$ cat config.mk
export PLATFORM = sky130hd
export DESIGN_NAME = accel_job_controller
export DESIGN_NICKNAME = d
export VERILOG_FILES = /design/src/rtl/accel_ctrl_pkg.sv /design/src/rtl/accel_csr.sv /design/src/rtl/accel_job_controller.sv
export SDC_FILE = /design/constraint.sdc
export NUM_CORES = 1
export LEC_CHECK = 0
export ABC_CLOCK_PERIOD_IN_PS = 3900
export BUFFER_PORTS_ARGS = -buffer_cell sky130_fd_sc_hd__clkbuf_2
export CORE_MARGIN = 4
export CORE_UTILIZATION = 40
export DETAILED_ROUTE_END_ITERATION = 8
export GPL_TIMING_DRIVEN = 0
export HOLD_SLACK_MARGIN = 0.15
export PLACE_DENSITY_LB_ADDON = 0.3
export SYNTH_ARGS = -nofsm -noshare
export SYNTH_HDL_FRONTEND = slang
export SYNTH_SLANG_ARGS = --single-unit
$ cat constraint.sdc
create_clock -name wb_clk_i -period 3.9 [get_ports wb_clk_i]
set_input_delay 0.585 -clock wb_clk_i [delete_from_list [all_inputs] [get_ports wb_clk_i]]
set_output_delay 0.585 -clock wb_clk_i [all_outputs]
set_load 0.005 [all_outputs]
$ cat src/rtl/accel_ctrl_pkg.sv
// Shared types for the systolic-array job controller: FSM states, register offsets, bit indices.
// Pure declarations; no timing or flow control of its own.
package accel_ctrl_pkg;

    typedef enum logic [2:0] {
        ST_IDLE,
        ST_LOAD_W,
        ST_FEED,
        ST_FLUSH,
        ST_DRAIN,
        ST_DONE
    } state_t;

    localparam logic [2:0] REG_CTRL   = 3'd0;
    localparam logic [2:0] REG_STATUS = 3'd1;
    localparam logic [2:0] REG_K_LEN  = 3'd2;
    localparam logic [2:0] REG_W_BASE = 3'd3;
    localparam logic [2:0] REG_A_BASE = 3'd4;
    localparam logic [2:0] REG_R_BASE = 3'd5;
    localparam logic [2:0] REG_CYCLES = 3'd6;

    localparam int CTRL_START  = 0;
    localparam int CTRL_ABORT  = 1;
    localparam int CTRL_IRQ_EN = 2;

    localparam int STAT_BUSY = 0;
    localparam int STAT_DONE = 1;
    localparam int STAT_ERR  = 2;

    function automatic logic [31:0] byte_merge(input logic [31:0] old_val,
                                               input logic [31:0] new_val,
                                               input logic [3:0]  sel);
        logic [31:0] res;
        res = old_val;
        for (int b = 0; b < 4; b++) begin
            if (sel[b]) res[b*8 +: 8] = new_val[b*8 +: 8];
        end
        return res;
    endfunction

endpackage

$ cat src/rtl/accel_csr.sv
// Wishbone slave register file for the job controller; exports config and start/abort pulses.
// Ack registered one cycle after stb&cyc, held one cycle; no wait states beyond that.
module accel_csr
    import accel_ctrl_pkg::*;
#(
    parameter int ADDR_W = 16,
    parameter int CNT_W  = 16
) (
    input  logic              wb_clk_i,
    input  logic              wb_rst_i,
    input  logic              wbs_stb_i,
    input  logic              wbs_cyc_i,
    input  logic              wbs_we_i,
    input  logic [3:0]        wbs_sel_i,
    input  logic [31:0]       wbs_adr_i,
    input  logic [31:0]       wbs_dat_i,
    output logic              wbs_ack_o,
    output logic [31:0]       wbs_dat_o,
    input  logic              busy,
    input  logic              done_set,
    input  logic [CNT_W-1:0]  cycles,
    output logic [CNT_W-1:0]  k_len,
    output logic [ADDR_W-1:0] w_base,
    output logic [ADDR_W-1:0] a_base,
    output logic [ADDR_W-1:0] r_base,
    output logic              start,
    output logic              abort,
    output logic              irq
);

    logic [2:0]  idx;
    logic        access, wr, ctrl_wr, stat_wr, cfg_wr, start_req, err_set;
    logic        irq_en, done, err;
    logic [31:0] rdata;
    logic        unused_adr;

    assign idx        = wbs_adr_i[4:2];
    assign unused_adr = ^{wbs_adr_i[31:5], wbs_adr_i[1:0]};

    // A new access is only recognised while ack is low, so each request acks exactly once.
    assign access  = wbs_stb_i & wbs_cyc_i & ~wbs_ack_o;
    assign wr      = access & wbs_we_i;
    assign ctrl_wr = wr && (idx == REG_CTRL) && wbs_sel_i[0];
    assign stat_wr = wr && (idx == REG_STATUS) && wbs_sel_i[0];
    assign cfg_wr  = wr & ~busy;

    assign abort     = ctrl_wr & wbs_dat_i[CTRL_ABORT];
    assign start_req = ctrl_wr & wbs_dat_i[CTRL_START] & ~wbs_dat_i[CTRL_ABORT] & ~busy;
    assign start     = start_req && (k_len != '0);
    assign err_set   = start_req && (k_len == '0);
    assign irq       = done & irq_en;

    always_comb begin
        rdata = '0;
        case (idx)
            REG_CTRL:   rdata[CTRL_IRQ_EN] = irq_en;
            REG_STATUS: begin
                rdata[STAT_BUSY] = busy;
                rdata[STAT_DONE] = done;
                rdata[STAT_ERR]  = err;
            end
            REG_K_LEN:  rdata = 32'(k_len);
            REG_W_BASE: rdata = 32'(w_base);
            REG_A_BASE: rdata = 32'(a_base);
            REG_R_BASE: rdata = 32'(r_base);
            REG_CYCLES: rdata = 32'(cycles);
            default:    rdata = '0;
        endcase
    end

    always_ff @(posedge wb_clk_i or negedge wb_rst_i) begin
        if (!wb_rst_i) begin
            wbs_ack_o <= 1'b0;
            wbs_dat_o <= '0;
            irq_en    <= 1'b0;
            done      <= 1'b0;
            err       <= 1'b0;
            k_len     <= '0;
            w_base    <= '0;
            a_base    <= '0;
            r_base    <= '0;
        end else begin
            wbs_ack_o <= access;
            wbs_dat_o <= (access & ~wbs_we_i) ? rdata : '0;
            if (ctrl_wr) irq_en <= wbs_dat_i[CTRL_IRQ_EN];
            // Hardware set beats a same-cycle software clear.
            if (done_set)                           done <= 1'b1;
            else if (stat_wr && wbs_dat_i[STAT_DONE]) done <= 1'b0;
            if (err_set)                            err <= 1'b1;
            else if (stat_wr && wbs_dat_i[STAT_ERR])  err <= 1'b0;
            if (cfg_wr) begin
                case (idx)
                    REG_K_LEN:  k_len  <= CNT_W'(byte_merge(32'(k_len), wbs_dat_i, wbs_sel_i));
                    REG_W_BASE: w_base <= ADDR_W'(byte_merge(32'(w_base), wbs_dat_i, wbs_sel_i));
                    REG_A_BASE: a_base <= ADDR_W'(byte_merge(32'(a_base), wbs_dat_i, wbs_sel_i));
                    REG_R_BASE: r_base <= ADDR_W'(byte_merge(32'(r_base), wbs_dat_i, wbs_sel_i));
                    default: ;
                endcase
            end
        end
    end

endmodule

$ cat src/rtl/accel_job_controller.sv
// Job sequencer for the systolic array: weight load, feed, flush, drain, done; strobes are
// decoded combinationally from state and beat count. No backpressure from the array or SRAMs.
module accel_job_controller
    import accel_ctrl_pkg::*;
#(
    parameter int ROWS    = 4,
    parameter int COLUMNS = 4,
    parameter int ADDR_W  = 16,
    parameter int CNT_W   = 16
) (
    input  logic              wb_clk_i,
    input  logic              wb_rst_i,
    input  logic              wbs_stb_i,
    input  logic              wbs_cyc_i,
    input  logic              wbs_we_i,
    input  logic [3:0]        wbs_sel_i,
    input  logic [31:0]       wbs_adr_i,
    input  logic [31:0]       wbs_dat_i,
    output logic              wbs_ack_o,
    output logic [31:0]       wbs_dat_o,
    output logic              w_rd_o,
    output logic [ADDR_W-1:0] w_addr_o,
    output logic              a_rd_o,
    output logic [ADDR_W-1:0] a_addr_o,
    output logic              arr_en_o,
    output logic              arr_clr_o,
    output logic              r_wr_o,
    output logic [ADDR_W-1:0] r_addr_o,
    output logic              busy_o,
    output logic              irq_o
);

    state_t            state, state_nxt;
    logic [CNT_W-1:0]  beat, cycles, k_len;
    logic [ADDR_W-1:0] w_base, a_base, r_base, beat_a;
    logic              start, abort, done_set;

    accel_csr #(.ADDR_W(ADDR_W), .CNT_W(CNT_W)) u_csr (
        .wb_clk_i  (wb_clk_i),
        .wb_rst_i  (wb_rst_i),
        .wbs_stb_i (wbs_stb_i),
        .wbs_cyc_i (wbs_cyc_i),
        .wbs_we_i  (wbs_we_i),
        .wbs_sel_i (wbs_sel_i),
        .wbs_adr_i (wbs_adr_i),
        .wbs_dat_i (wbs_dat_i),
        .wbs_ack_o (wbs_ack_o),
        .wbs_dat_o (wbs_dat_o),
        .busy      (busy_o),
        .done_set  (done_set),
        .cycles    (cycles),
        .k_len     (k_len),
        .w_base    (w_base),
        .a_base    (a_base),
        .r_base    (r_base),
        .start     (start),
        .abort     (abort),
        .irq       (irq_o)
    );

    assign busy_o   = (state != ST_IDLE);
    assign done_set = (state == ST_DONE) && !abort;

    always_ff @(posedge wb_clk_i or negedge wb_rst_i) begin
        if (!wb_rst_i) state <= ST_IDLE;
        else           state <= state_nxt;
    end

    always_comb begin
        state_nxt = state;
        case (state)
            ST_IDLE:   if (start) state_nxt = ST_LOAD_W;
            ST_LOAD_W: if (beat == CNT_W'(ROWS - 1)) state_nxt = ST_FEED;
            ST_FEED:   if (beat == k_len - CNT_W'(1)) state_nxt = ST_FLUSH;
            ST_FLUSH:  if (beat == CNT_W'(ROWS + COLUMNS - 2)) state_nxt = ST_DRAIN;
            ST_DRAIN:  if (beat == CNT_W'(ROWS - 1)) state_nxt = ST_DONE;
            ST_DONE:   state_nxt = ST_IDLE;
            default:   state_nxt = ST_IDLE;
        endcase
        if (abort && state != ST_IDLE) state_nxt = ST_IDLE;
    end

    // beat restarts at every phase boundary; cycles counts busy time of the current job.
    always_ff @(posedge wb_clk_i or negedge wb_rst_i) begin
        if (!wb_rst_i) begin
            beat   <= '0;
            cycles <= '0;
        end else begin
            beat <= (state_nxt != state || state == ST_IDLE) ? '0 : beat + CNT_W'(1);
            if (start)                        cycles <= '0;
            else if (busy_o && cycles != '1)  cycles <= cycles + CNT_W'(1);
        end
    end

    assign beat_a    = ADDR_W'(beat);
    assign w_rd_o    = (state == ST_LOAD_W);
    assign a_rd_o    = (state == ST_FEED);
    assign r_wr_o    = (state == ST_DRAIN);
    assign arr_en_o  = a_rd_o | (state == ST_FLUSH);
    assign arr_clr_o = a_rd_o && (beat == '0);
    assign w_addr_o  = w_rd_o ? w_base + beat_a : '0;
    assign a_addr_o  = a_rd_o ? a_base + beat_a : '0;
    assign r_addr_o  = r_wr_o ? r_base + beat_a : '0;

endmodule

==> metrics.cfg <==
[timing]
rsz0062_at_grt = yes
tightestPinTransition_ns = 0.970
drv_slew = 0
layout_min_cycle_time_ns = 3.84
fin_crit_sh_pct = 98.5
skew_ns = 0.00736
fmax_mhz = 260
final-setup-viol-count = 0
whs_ns = 0.434
hold_viol = 0
slew_headroom_pct = 34.8

[pwr]
p_int_mw = 2.75
p_per_area_mw_per_mm2 = 372
power_frac_comb_pct = 18.2
pwr-share-seq_pct = 38.5
sw_frac_of_total_pct = 27.6
irDropWorstVdd_v = 0.000320
leakage_nw = 4.82
switchingPower_mw = 1.05
power.total_mw = 3.80
clockPowerShare_pct = 43.3

[clocking]
clock_path_buffers = 2
clk_pin_slew_ns = 0.05
worstSkewPairLatency_ns = 0.42
cts-buffers-inserted = 17
htreeDepth = 4
root_buffer = clkbuf_16
clock_sinks = 119
cts_tree = yes

[synth]
synth_commonest_cells = 119 x dfrtp_1, 105 x nor2_1, 80 x mux2_2, 50 x ha_1, 49 x nand2_1
ys_types = 65
ys_warn_count = 0
netlist_instances = 902
yosysTopAreaCell = dfrtp_1
yosysSeqAreaShare_pct = 34.7
netlist.area_leader.share_pct = 34.7
synth-main-ff-cell = dfrtp_1
async_flop_share_pct = 100
syn-mean-instance-area_sq_um = 9.51
synth_seq_cells = 119
synth-edff-count = 0
syn_area_sq_mm = 0.00858
yosys-top-cells-area = dfrtp_1 35%, mux2_2 11%, ha_1 7.3%
synth.most_common_cell = dfrtp_1

[layout]
final_util_pct = 48.4
multi_input_area_sq_mm = 0.00535
nets = 1165
stdcell_area_sq_mm = 0.0102
seqCellArea_sq_mm = 0.00298
antennaDiodeCount = 0
drive_gt1_share_pct = 25.1
fin_cells = 1327
n_fill_cell = 2044
layout-area-overhead-vs-synth_pct = 18.9

[critical_path]
cp-start-kind = flop
cp.required_ns = 3.31
path_class = reg -> out
worstPathArrival_ns = 3.26
path_max_fanout = 4
critPathCaptureType = output pin

[placed_design]
gp_congestion = 0.896
dpl-instance-area_sq_mm = 0.00949
io_buffers = 96
hpwl_um = 19900
dp_cells = 1289

[route]
final_antenna_net_count = 0
drc = 0
drt-initial-drc-count = 536
vias = 7437
post_drt_wl_per_cell_um = 19.1
routed_wl_um = 25300
dr.pass1.iters = 7
viasPerCell = 5.60

[floorplan]
start_util_pct = 40.7
die_area_sq_mm = 0.0238
die_h_um = 154
io_pins = 161
core_sq_mm = 0.0211
rows = 53
die_x_um = 154

[global_route]
antenna_found_initial = 0
grt_pass1_wl_um = 39900
grt_max_degree = 70
grt_usage_pct = 21.2
overflow = 0
first_global_vias = 7479

[min_path]
hp-class = in -> reg

[job]
drv_cap = 0

[status]
outcome = complete, no violations

layout make-up:
cell class | instances | share of cell area [%]
clock inverter | 10 | 1.47
buffer | 54 | 2.75
sequential | 119 | 29.2
inverter | 20 | 0.736
multi-input combinational | 724 | 52.4
timing repair buffer | 103 | 5.49
tap | 275 | 3.37
clock buffer | 22 | 4.55
power groups by stage:
| stage | sequential, mW | combinational, mW | clock (mW) |
|---|---|---|---|
| after floorplan | 1.43 | 0.500 | 0 |
| after global placement | 1.47 | 0.666 | 0 |
| after detailed placement | 1.48 | 0.679 | 0 |
| after CTS | 1.46 | 0.691 | 1.67 |
| after global routing | 1.47 | 0.764 | 1.73 |
| final | 1.46 | 0.691 | 1.64 |
worst max-delay path, cell delays in order (launching register included):
cell and delay, ns:
dfrtp_2 0.46, ha_2 0.23, fa_2 0.36, a21o_1 0.16
a21o_1 0.19, a2111oi_4 0.44, nor3_2 0.11, o31a_1 0.32
o31ai_2 0.22, mux2i_1 0.21, clkbuf_2 0.13
cells in the final DEF, fill, tap and decap left out, types with 12 or more instances in the layout:
| cell type | count |
|---|---|
| dfrtp_1 | 117 |
| nor2_1 | 105 |
| clkbuf_2 | 95 |
| mux2_2 | 80 |
| nand2_1 | 49 |
| ha_1 | 49 |
| xor2_1 | 47 |
| nor3_1 | 37 |
| clkbuf_1 | 34 |
| xnor2_1 | 33 |
| nand3_1 | 31 |
| a21oi_1 | 25 |
| o21ai_0 | 24 |
| and3_1 | 21 |
| inv_1 | 20 |
| buf_4 | 20 |
| clkbuf_16 | 17 |
| conb_1 | 16 |
| a211oi_1 | 15 |
| or3_1 | 13 |
| a222oi_1 | 13 |
| a22o_1 | 12 |
| nand2b_1 | 12 |
flip-flops by register name, indices dropped and copies added, names as in the netlist, 3 cells and up:
name and count:
beat 16, cycles 16, state 3, u_csr.a_base 16, u_csr.k_len 16, u_csr.r_base 16
u_csr.w_base 16, u_csr.wbs_dat_o 16
metal layers:
layer  global-route usage (%)  vias up  part of all wire, %
li1                         -     3552                    -
met1                     28.7     3620                   46
met2                     33.7      218                   45
met3                     4.56       47                  6.0
met4                     7.70        0                  2.7
met5                        0        -                    0
kinds of logic after synthesis:
logic type | after synthesis | synth area share, %
buffers and inverters | 74 | 4.14
adders and majority gates | 53 | 7.99
xor gates and xnor gates | 80 | 8.17
AOI/OAI and AO/OA | 161 | 14.3
DFF | 119 | 34.7
and+or+nand+nor | 325 | 18.9
other | 1 | 0.0437
muxes | 89 | 11.7
final timing paths:
check                                      startpoint                            to  slack [ns]  cells past startpoint
worst max register to register     state[2]$_DFF_PN0_  u_csr.w_base[13]$_DFFE_PN0P_        0.41                      7
max in group asynchronous                    wb_rst_i             beat[1]$_DFF_PN0_        2.52                      3
worst max-delay path                beat[0]$_DFF_PN0_                  w_addr_o[14]        0.06                     10
worst min register to register  u_csr.err$_DFFE_PN0P_         u_csr.err$_DFFE_PN0P_        0.50                      2
worst min-delay path                         wbs_we_i  u_csr.wbs_dat_o[0]$_DFF_PN0_        0.43                      2
min in group asynchronous                    wb_rst_i  u_csr.w_base[13]$_DFFE_PN0P_        0.67                      2
metrics by stage:
| step | setup TNS [ns] | setup slack [ns] |
|---|---|---|
| after floorplan | 0 | 0.431 |
| after global placement | -0.158 | -0.158 |
| after detailed placement | -0.172 | -0.172 |
| after CTS | 0 | 0.0213 |
| after global routing | -0.115 | -0.0893 |
| final | 0 | 0.0573 |
what timing repair did:
item                                   4_1_cts  5_1_grt
endpoints found under the hold margin       50        0
hold buffers                                 1        0
buffers inserted                             2        3
pin swaps                                    1        3
resized for setup                           10        3
setup endpoints to repair                    8        7
Power figures use the tool's default switching activity.
